$ cat src/rtl/lsu_mem_ctrl_if.sv
// lsu_mem_ctrl_if: bundles the core-side request/response handshake and the
// request/grant/response data-memory port of the load/store unit.
//   master : the load/store unit (answers the core, drives the memory port)
//   slave  : its environment (the core pipeline plus the data memory)
interface lsu_mem_ctrl_if;
    // core side
    logic        req_valid;
    logic        req_ready;
    logic        req_we;
    logic [2:0]  req_memop;
    logic [31:0] req_addr;
    logic [31:0] req_wdata;
    logic        resp_valid;
    logic [31:0] resp_rdata;
    logic        resp_err;
    logic        busy;
    // memory side
    logic        mem_req;
    logic        mem_we;
    logic [31:0] mem_addr;
    logic [3:0]  mem_be;
    logic [31:0] mem_wdata;
    logic        mem_gnt;
    logic        mem_rvalid;
    logic [31:0] mem_rdata;

    modport master (
        input  req_valid, req_we, req_memop, req_addr, req_wdata,
        output req_ready, resp_valid, resp_rdata, resp_err, busy,
        output mem_req, mem_we, mem_addr, mem_be, mem_wdata,
        input  mem_gnt, mem_rvalid, mem_rdata
    );

    modport slave (
        output req_valid, req_we, req_memop, req_addr, req_wdata,
        input  req_ready, resp_valid, resp_rdata, resp_err, busy,
        input  mem_req, mem_we, mem_addr, mem_be, mem_wdata,
        output mem_gnt, mem_rvalid, mem_rdata
    );
endinterface

$ cat src/rtl/lsu_mem_ctrl.sv
// lsu_mem_ctrl: multi-cycle load/store unit. Accepts one decoded memory
// operation at a time, drives a request/grant/response memory port with byte
// enables and lane-replicated store data, and returns sign/zero-extended load
// data with a one-cycle completion pulse. busy stalls the core while active.
// Optional feature macro: LSU_MISALIGN_TRAP_EN -- when defined, misaligned
// half/word accesses complete immediately with resp_err=1 and never reach
// memory; when undefined the unused low address bits are simply ignored.
module lsu_mem_ctrl (
    input  logic           clk,
    input  logic           rst_n,
    lsu_mem_ctrl_if.master bus
);

    typedef enum logic [1:0] {
        ST_IDLE = 2'd0,
        ST_REQ  = 2'd1,
        ST_WAIT = 2'd2,
        ST_DONE = 2'd3
    } state_e;

    // Byte enables for the access size at the given byte offset.
    function automatic logic [3:0] byte_en(input logic [2:0] memop, input logic [1:0] addr_lo);
        logic [3:0] be;
        case (memop[1:0])
            2'b01:   be = 4'b0001 << addr_lo;
            2'b10:   be = 4'b0011 << {addr_lo[1], 1'b0};
            default: be = 4'b1111;
        endcase
        return be;
    endfunction

    // Replicate the store operand across every lane it could land in.
    function automatic logic [31:0] store_data(input logic [2:0] memop, input logic [31:0] wdata);
        logic [31:0] res;
        case (memop[1:0])
            2'b01:   res = {4{wdata[7:0]}};
            2'b10:   res = {2{wdata[15:0]}};
            default: res = wdata;
        endcase
        return res;
    endfunction

    // Pick the addressed lane out of the read word and extend it to 32 bits.
    function automatic logic [31:0] load_extend(input logic [2:0] memop, input logic [1:0] addr_lo,
                                                input logic [31:0] rdata);
        logic [7:0]  byte_v;
        logic [15:0] half_v;
        logic [31:0] res;
        case (addr_lo)
            2'b00:   byte_v = rdata[7:0];
            2'b01:   byte_v = rdata[15:8];
            2'b10:   byte_v = rdata[23:16];
            2'b11:   byte_v = rdata[31:24];
            default: byte_v = rdata[7:0];
        endcase
        if (addr_lo[1]) begin
            half_v = rdata[31:16];
        end else begin
            half_v = rdata[15:0];
        end
        case (memop[1:0])
            2'b01:   res = memop[2] ? {24'h000000, byte_v} : {{24{byte_v[7]}}, byte_v};
            2'b10:   res = memop[2] ? {16'h0000, half_v} : {{16{half_v[15]}}, half_v};
            default: res = rdata;
        endcase
        return res;
    endfunction

`ifdef LSU_MISALIGN_TRAP_EN
    // A half access must be 2-byte aligned, a word access 4-byte aligned.
    function automatic logic is_misaligned(input logic [2:0] memop, input logic [1:0] addr_lo);
        logic mis;
        case (memop[1:0])
            2'b01:   mis = 1'b0;
            2'b10:   mis = addr_lo[0];
            default: mis = (addr_lo != 2'b00);
        endcase
        return mis;
    endfunction
`endif

    state_e      state_q, state_d;
    logic        we_q, we_d;
    logic [2:0]  memop_q, memop_d;
    logic [1:0]  addr_lo_q, addr_lo_d;
    logic [31:0] mem_addr_q, mem_addr_d;
    logic [3:0]  mem_be_q, mem_be_d;
    logic [31:0] mem_wdata_q, mem_wdata_d;
    logic [31:0] rdata_q, rdata_d;
    logic        err_q, err_d;
    logic        ready_q, ready_d;
    logic        busy_q, busy_d;
    logic        mem_req_q, mem_req_d;
    logic        mem_we_q, mem_we_d;
    logic        resp_valid_q, resp_valid_d;
    logic        trap_s;

    // Flag an incoming request that must complete as a misaligned trap.
    always_comb begin
`ifdef LSU_MISALIGN_TRAP_EN
        trap_s = is_misaligned(bus.req_memop, bus.req_addr[1:0]);
`else
        trap_s = 1'b0;
`endif
    end

    // Next-state logic; outputs are precomputed from the next state so they leave flops.
    always_comb begin
        state_d     = state_q;
        we_d        = we_q;
        memop_d     = memop_q;
        addr_lo_d   = addr_lo_q;
        mem_addr_d  = mem_addr_q;
        mem_be_d    = mem_be_q;
        mem_wdata_d = mem_wdata_q;
        rdata_d     = rdata_q;
        err_d       = err_q;
        case (state_q)
            ST_IDLE: begin
                if (bus.req_valid) begin
                    we_d        = bus.req_we;
                    memop_d     = bus.req_memop;
                    addr_lo_d   = bus.req_addr[1:0];
                    mem_addr_d  = {bus.req_addr[31:2], 2'b00};
                    mem_be_d    = byte_en(bus.req_memop, bus.req_addr[1:0]);
                    mem_wdata_d = store_data(bus.req_memop, bus.req_wdata);
                    rdata_d     = 32'h0000_0000;
                    err_d       = trap_s;
                    if (trap_s) begin
                        state_d = ST_DONE;
                    end else begin
                        state_d = ST_REQ;
                    end
                end else begin
                    state_d = ST_IDLE;
                end
            end
            ST_REQ: begin
                if (bus.mem_gnt) begin
                    if (we_q) begin
                        state_d = ST_DONE;
                    end else begin
                        state_d = ST_WAIT;
                    end
                end else begin
                    state_d = ST_REQ;
                end
            end
            ST_WAIT: begin
                if (bus.mem_rvalid) begin
                    rdata_d = load_extend(memop_q, addr_lo_q, bus.mem_rdata);
                    state_d = ST_DONE;
                end else begin
                    state_d = ST_WAIT;
                end
            end
            ST_DONE: begin
                state_d = ST_IDLE;
            end
            default: begin
                state_d = ST_IDLE;
            end
        endcase
        ready_d      = (state_d == ST_IDLE);
        busy_d       = (state_d != ST_IDLE);
        mem_req_d    = (state_d == ST_REQ);
        mem_we_d     = (state_d == ST_REQ) && we_d;
        resp_valid_d = (state_d == ST_DONE);
    end

    // State, latched request and registered outputs; reset aborts any access at once.
    always_ff @(posedge clk or negedge rst_n) begin
        if (!rst_n) begin
            state_q      <= ST_IDLE;
            we_q         <= 1'b0;
            memop_q      <= 3'b000;
            addr_lo_q    <= 2'b00;
            mem_addr_q   <= 32'h0000_0000;
            mem_be_q     <= 4'b0000;
            mem_wdata_q  <= 32'h0000_0000;
            rdata_q      <= 32'h0000_0000;
            err_q        <= 1'b0;
            ready_q      <= 1'b1;
            busy_q       <= 1'b0;
            mem_req_q    <= 1'b0;
            mem_we_q     <= 1'b0;
            resp_valid_q <= 1'b0;
        end else begin
            state_q      <= state_d;
            we_q         <= we_d;
            memop_q      <= memop_d;
            addr_lo_q    <= addr_lo_d;
            mem_addr_q   <= mem_addr_d;
            mem_be_q     <= mem_be_d;
            mem_wdata_q  <= mem_wdata_d;
            rdata_q      <= rdata_d;
            err_q        <= err_d;
            ready_q      <= ready_d;
            busy_q       <= busy_d;
            mem_req_q    <= mem_req_d;
            mem_we_q     <= mem_we_d;
            resp_valid_q <= resp_valid_d;
        end
    end

    assign bus.req_ready  = ready_q;
    assign bus.busy       = busy_q;
    assign bus.resp_valid = resp_valid_q;
    assign bus.resp_rdata = rdata_q;
    assign bus.resp_err   = err_q;
    assign bus.mem_req    = mem_req_q;
    assign bus.mem_we     = mem_we_q;
    assign bus.mem_addr   = mem_addr_q;
    assign bus.mem_be     = mem_be_q;
    assign bus.mem_wdata  = mem_wdata_q;

endmodule

$ cat src/flat_wrapper.sv
// flat-port wrapper written by rule: the top's interface ports become plain ports
module lsu_mem_ctrl_flat 
  (clk, rst_n, bus_req_valid, bus_req_we, bus_req_memop, bus_req_addr, bus_req_wdata, bus_req_ready, bus_resp_valid, bus_resp_rdata, bus_resp_err, bus_busy, bus_mem_req, bus_mem_we, bus_mem_addr, bus_mem_be, bus_mem_wdata, bus_mem_gnt, bus_mem_rvalid, bus_mem_rdata);
  lsu_mem_ctrl_if bus_i ();
  input  logic clk;
  input  logic rst_n;
  input wire logic [$bits(bus_i.req_valid)-1:0] bus_req_valid;
  input wire logic [$bits(bus_i.req_we)-1:0] bus_req_we;
  input wire logic [$bits(bus_i.req_memop)-1:0] bus_req_memop;
  input wire logic [$bits(bus_i.req_addr)-1:0] bus_req_addr;
  input wire logic [$bits(bus_i.req_wdata)-1:0] bus_req_wdata;
  output wire logic [$bits(bus_i.req_ready)-1:0] bus_req_ready;
  output wire logic [$bits(bus_i.resp_valid)-1:0] bus_resp_valid;
  output wire logic [$bits(bus_i.resp_rdata)-1:0] bus_resp_rdata;
  output wire logic [$bits(bus_i.resp_err)-1:0] bus_resp_err;
  output wire logic [$bits(bus_i.busy)-1:0] bus_busy;
  output wire logic [$bits(bus_i.mem_req)-1:0] bus_mem_req;
  output wire logic [$bits(bus_i.mem_we)-1:0] bus_mem_we;
  output wire logic [$bits(bus_i.mem_addr)-1:0] bus_mem_addr;
  output wire logic [$bits(bus_i.mem_be)-1:0] bus_mem_be;
  output wire logic [$bits(bus_i.mem_wdata)-1:0] bus_mem_wdata;
  input wire logic [$bits(bus_i.mem_gnt)-1:0] bus_mem_gnt;
  input wire logic [$bits(bus_i.mem_rvalid)-1:0] bus_mem_rvalid;
  input wire logic [$bits(bus_i.mem_rdata)-1:0] bus_mem_rdata;
  assign bus_i.req_valid = bus_req_valid;
  assign bus_i.req_we = bus_req_we;
  assign bus_i.req_memop = bus_req_memop;
  assign bus_i.req_addr = bus_req_addr;
  assign bus_i.req_wdata = bus_req_wdata;
  assign bus_req_ready = bus_i.req_ready;
  assign bus_resp_valid = bus_i.resp_valid;
  assign bus_resp_rdata = bus_i.resp_rdata;
  assign bus_resp_err = bus_i.resp_err;
  assign bus_busy = bus_i.busy;
  assign bus_mem_req = bus_i.mem_req;
  assign bus_mem_we = bus_i.mem_we;
  assign bus_mem_addr = bus_i.mem_addr;
  assign bus_mem_be = bus_i.mem_be;
  assign bus_mem_wdata = bus_i.mem_wdata;
  assign bus_i.mem_gnt = bus_mem_gnt;
  assign bus_i.mem_rvalid = bus_mem_rvalid;
  assign bus_i.mem_rdata = bus_mem_rdata;
  lsu_mem_ctrl u_core (.clk(clk), .rst_n(rst_n), .bus(bus_i));
endmodule
$ cat config.mk
export PLATFORM = sky130hd
export DESIGN_NAME = lsu_mem_ctrl_flat
export DESIGN_NICKNAME = d
export VERILOG_FILES = /design/src/rtl/lsu_mem_ctrl_if.sv /design/src/rtl/lsu_mem_ctrl.sv /design/src/flat_wrapper.sv
export SDC_FILE = /design/constraint.sdc
export NUM_CORES = 1
export LEC_CHECK = 0
export ABC_AREA = 1
export CAP_MARGIN = 20
export CORE_MARGIN = 5
export CORE_UTILIZATION = 38
export DETAILED_ROUTE_END_ITERATION = 8
export PLACE_DENSITY = 0.7
export REMOVE_ABC_BUFFERS = 1
export SYNTH_ARGS = -nofsm -noshare
export SYNTH_HDL_FRONTEND = slang
export SYNTH_SLANG_ARGS = --single-unit
$ cat constraint.sdc
create_clock -name clk -period 4.2 [get_ports clk]
set_input_delay 1.26 -clock clk [delete_from_list [all_inputs] [get_ports clk]]
set_output_delay 1.26 -clock clk [all_outputs]
set_load 0.01 [all_outputs]
==> metrics.txt <==
CP endpoint kind flop; largest net degree at the start of global routing 76; count leader, synth nand2_1; Pins Over Slew Limit 0; initial antenna violation count 0; num ports 211; EDFF count, synth 0; initial drt markers 294; top cell type's share of synthesized area 52.6%; fmax 357 MHz; die height approximately 130 um; maximum vdd drop 0.352 mV; vias in the first global route 5,189; # port buffers 207; Post-Place Setup Slack 1.02 ns; clk_lat worst skew 0.35 ns; crit path launch type primary input; layout cell share with drive strength beyond 1 4.00%; Syn Inst Count 677; Max-slew headroom 44.1%; # setup viols final 0; Layout Nets 978; Hold Fails Final Rpt 0; Die ar. 0.0162 mm^2; Detail Route Antenna Nets 0; Worst Path Max Fanout 75; Worst Hold Class reg2reg; drt pass-1 iters 5; final setup margin around 1.4 ns; wire per inst around 16 um; Core ar. about 0.013 mm^2; Initial Util between 30 and 40%; Ys Warns 0; status finished, final reports clean; WS Path Type in2reg; vias per cell 4.76; critical path data required time about 4.4 ns; Area Overhead vs Synth 47.4%; Post-CTS Resized 0; Pleak about 3.7 nW; clk slew on worst S/H paths 0.07 ns; DR vias 4,996; synth top area cells dfrtp_1 53%, nand2_1 22%, nor2_1 3.8%; Clock Path Buffers 2; CTS H-Tree Depth 3; area after detailed placement between 0.007 and 0.008 mm^2; largest area contributor in the netlist dfrtp_1; Post-synth ARST share 100%; setup TNS 0 ns; Num CTS Buffers 9; flops & latches, synth 111; Cell Area, Synth around 0.0052 mm^2; unrepaired setup endpoints after global routing false; Die X 127 um; CTS root buf clkbuf_16; Cell Pwr Density 730 mW/mm^2; setup bufs post-CTS 0; CP max stage delay 0.62 ns; Post-synth top flop dfrtp_1; first-pass GRT wire length between 20 and 30 mm; DRC Markers 0; Total GRT Usage between 20% and 30%; # fillers 1,265; Max Cap Viol 0; cells along the critical path clkdlybuf4s50_1, nand2_2, buf_4, nor2_1, a22oi_1, o211ai_1; post-synth cell types 30; crit share post-route 66.7%; register area share after synthesis around 53%; Post-synth top cells 303 x nand2_1, 110 x dfrtp_1, 53 x nor2_1; WHS 0.477 ns; WP data arrival 3.01 ns; clock sink count 111; Tightest Pin Transition around 0.84 ns; # hold bufs at CTS 0; Post-DP HPWL about 12 mm; post-route cell area 0.00771 mm^2; CP max stage cell buf_4; Mapped Avg Cell Area between 7 and 8 um^2; row count 42; total wire length roughly 17 mm; routability cong. between 0.8 and 0.9; Layout Skew 0.00423 ns; TritonCTS clock tree yes; grt ovf 0; Period minus WS final around 2.8 ns; Antenna Diode Count 0
-- layer usage --
metal / vias up / GRT usage (%) / share of wire, %
li1: 2482 / - / -
met1: 2292 / 27.0 / 43
met2: 203 / 32.2 / 45
met3: 19 / 7.93 / 11
met4: 0 / 6.81 / 1.6
met5: - / 0 / 0
-- cells in the final DEF, fill, tap and decap left out, drive strengths merged --
| cell type | instances |
|---|---|
| nand2 | 306 |
| clkdlybuf4s50 | 206 |
| dfrtp | 110 |
| nor2 | 55 |
| inv | 41 |
| a21oi | 40 |
| o21ai | 36 |
| nand3 | 26 |
| clkbuf | 14 |
| buf | 9 |
| o211ai | 6 |
| nor3 | 5 |
| o22ai | 4 |
| ha | 4 |
| conb | 3 |
| clkinv | 2 |
| a211oi | 1 |
| a22oi | 1 |
| nand4 | 1 |
| o21bai | 1 |
| bufinv | 1 |
| clkinvlp | 1 |
| dfstp | 1 |
-- power breakdown --
group          total [mW]  internal [mW]  switching, mW
Sequential           1.91           1.59          0.321
Combinational        2.82           1.33           1.49
Clock               0.900          0.513          0.387
Total                5.62           3.43           2.19
-- state kept, by name (all words and copies together) (netlist names) --
signal,cells
u_core.bus.mem_req,1
u_core.state_q,2
u_core.memop_q,3
u_core.we_q,1
u_core.bus.mem_be,4
u_core.addr_lo_q,2
u_core.bus.resp_rdata,32
u_core.bus.mem_wdata,32
u_core.bus.mem_we,1
u_core.bus.mem_addr,30
u_core.bus.busy,1
u_core.bus.req_ready,1
u_core.bus.resp_valid,1
-- kinds of logic after synthesis --
family	count (synthesis)	synth area share, %
AND/OR/NAND/NOR	393	29.8
flip-flops	111	53.1
AO/OA/AOI/OAI	89	9.26
buffers and inverters	79	6.75
adder cells (fa/ha/maj)	4	0.957
other	1	0.0717
-- per-stage QoR --
step | std cells | util [%] | power, mW
after CTS | 1050 | 57.7 | 5.69
final | 1050 | 57.7 | 5.62
after global placement | 1034 | 55.4 | 4.73
after detailed placement | 1034 | 55.4 | 4.76
after global routing | 1050 | 57.7 | 6.08
after floorplan | 643 | - | 3.21
-- path summary, 6_finish.rpt --
kind	start	end	slack, ns	cells past startpoint
worst max register to register	u_core.memop_q[0]$_DFFE_PN0P_	u_core.bus.resp_rdata[30]$_DFFE_PN0P_	1.74	8
worst min-delay path	u_core.bus.resp_rdata[27]$_DFFE_PN0P_	u_core.bus.resp_rdata[27]$_DFFE_PN0P_	0.48	2
max in group asynchronous	rst_n	u_core.bus.req_ready$_DFF_PN1_	2.30	2
min in group asynchronous	rst_n	u_core.state_q[0]$_DFF_PN0_	1.01	1
worst max-delay path	bus_req_valid	u_core.bus.mem_be[0]$_DFFE_PN0P_	1.40	6
worst min register to register	u_core.bus.resp_rdata[27]$_DFFE_PN0P_	u_core.bus.resp_rdata[27]$_DFFE_PN0P_	0.48	2
-- cell type report --
| class | count | area (um^2) | area share [%] |
|---|---|---|---|
| multi-input combinational | 489 | 2100 | 27.3 |
| clock inverter | 2 | 37.5 | 0.487 |
| inverter | 43 | 161 | 2.09 |
| sequential | 111 | 2780 | 36.1 |
| tap | 176 | 220 | 2.86 |
| timing repair buffer | 215 | 2130 | 27.6 |
| clock buffer | 14 | 274 | 3.56 |
-- critical path: cells and delay by family --
| family | cells | cell delay (ns) |
|---|---|---|
| buf+inv | 2 | 1.03 |
| simple gates | 2 | 0.35 |
| compound gates | 2 | 0.31 |
Power figures use the tool's default switching activity.
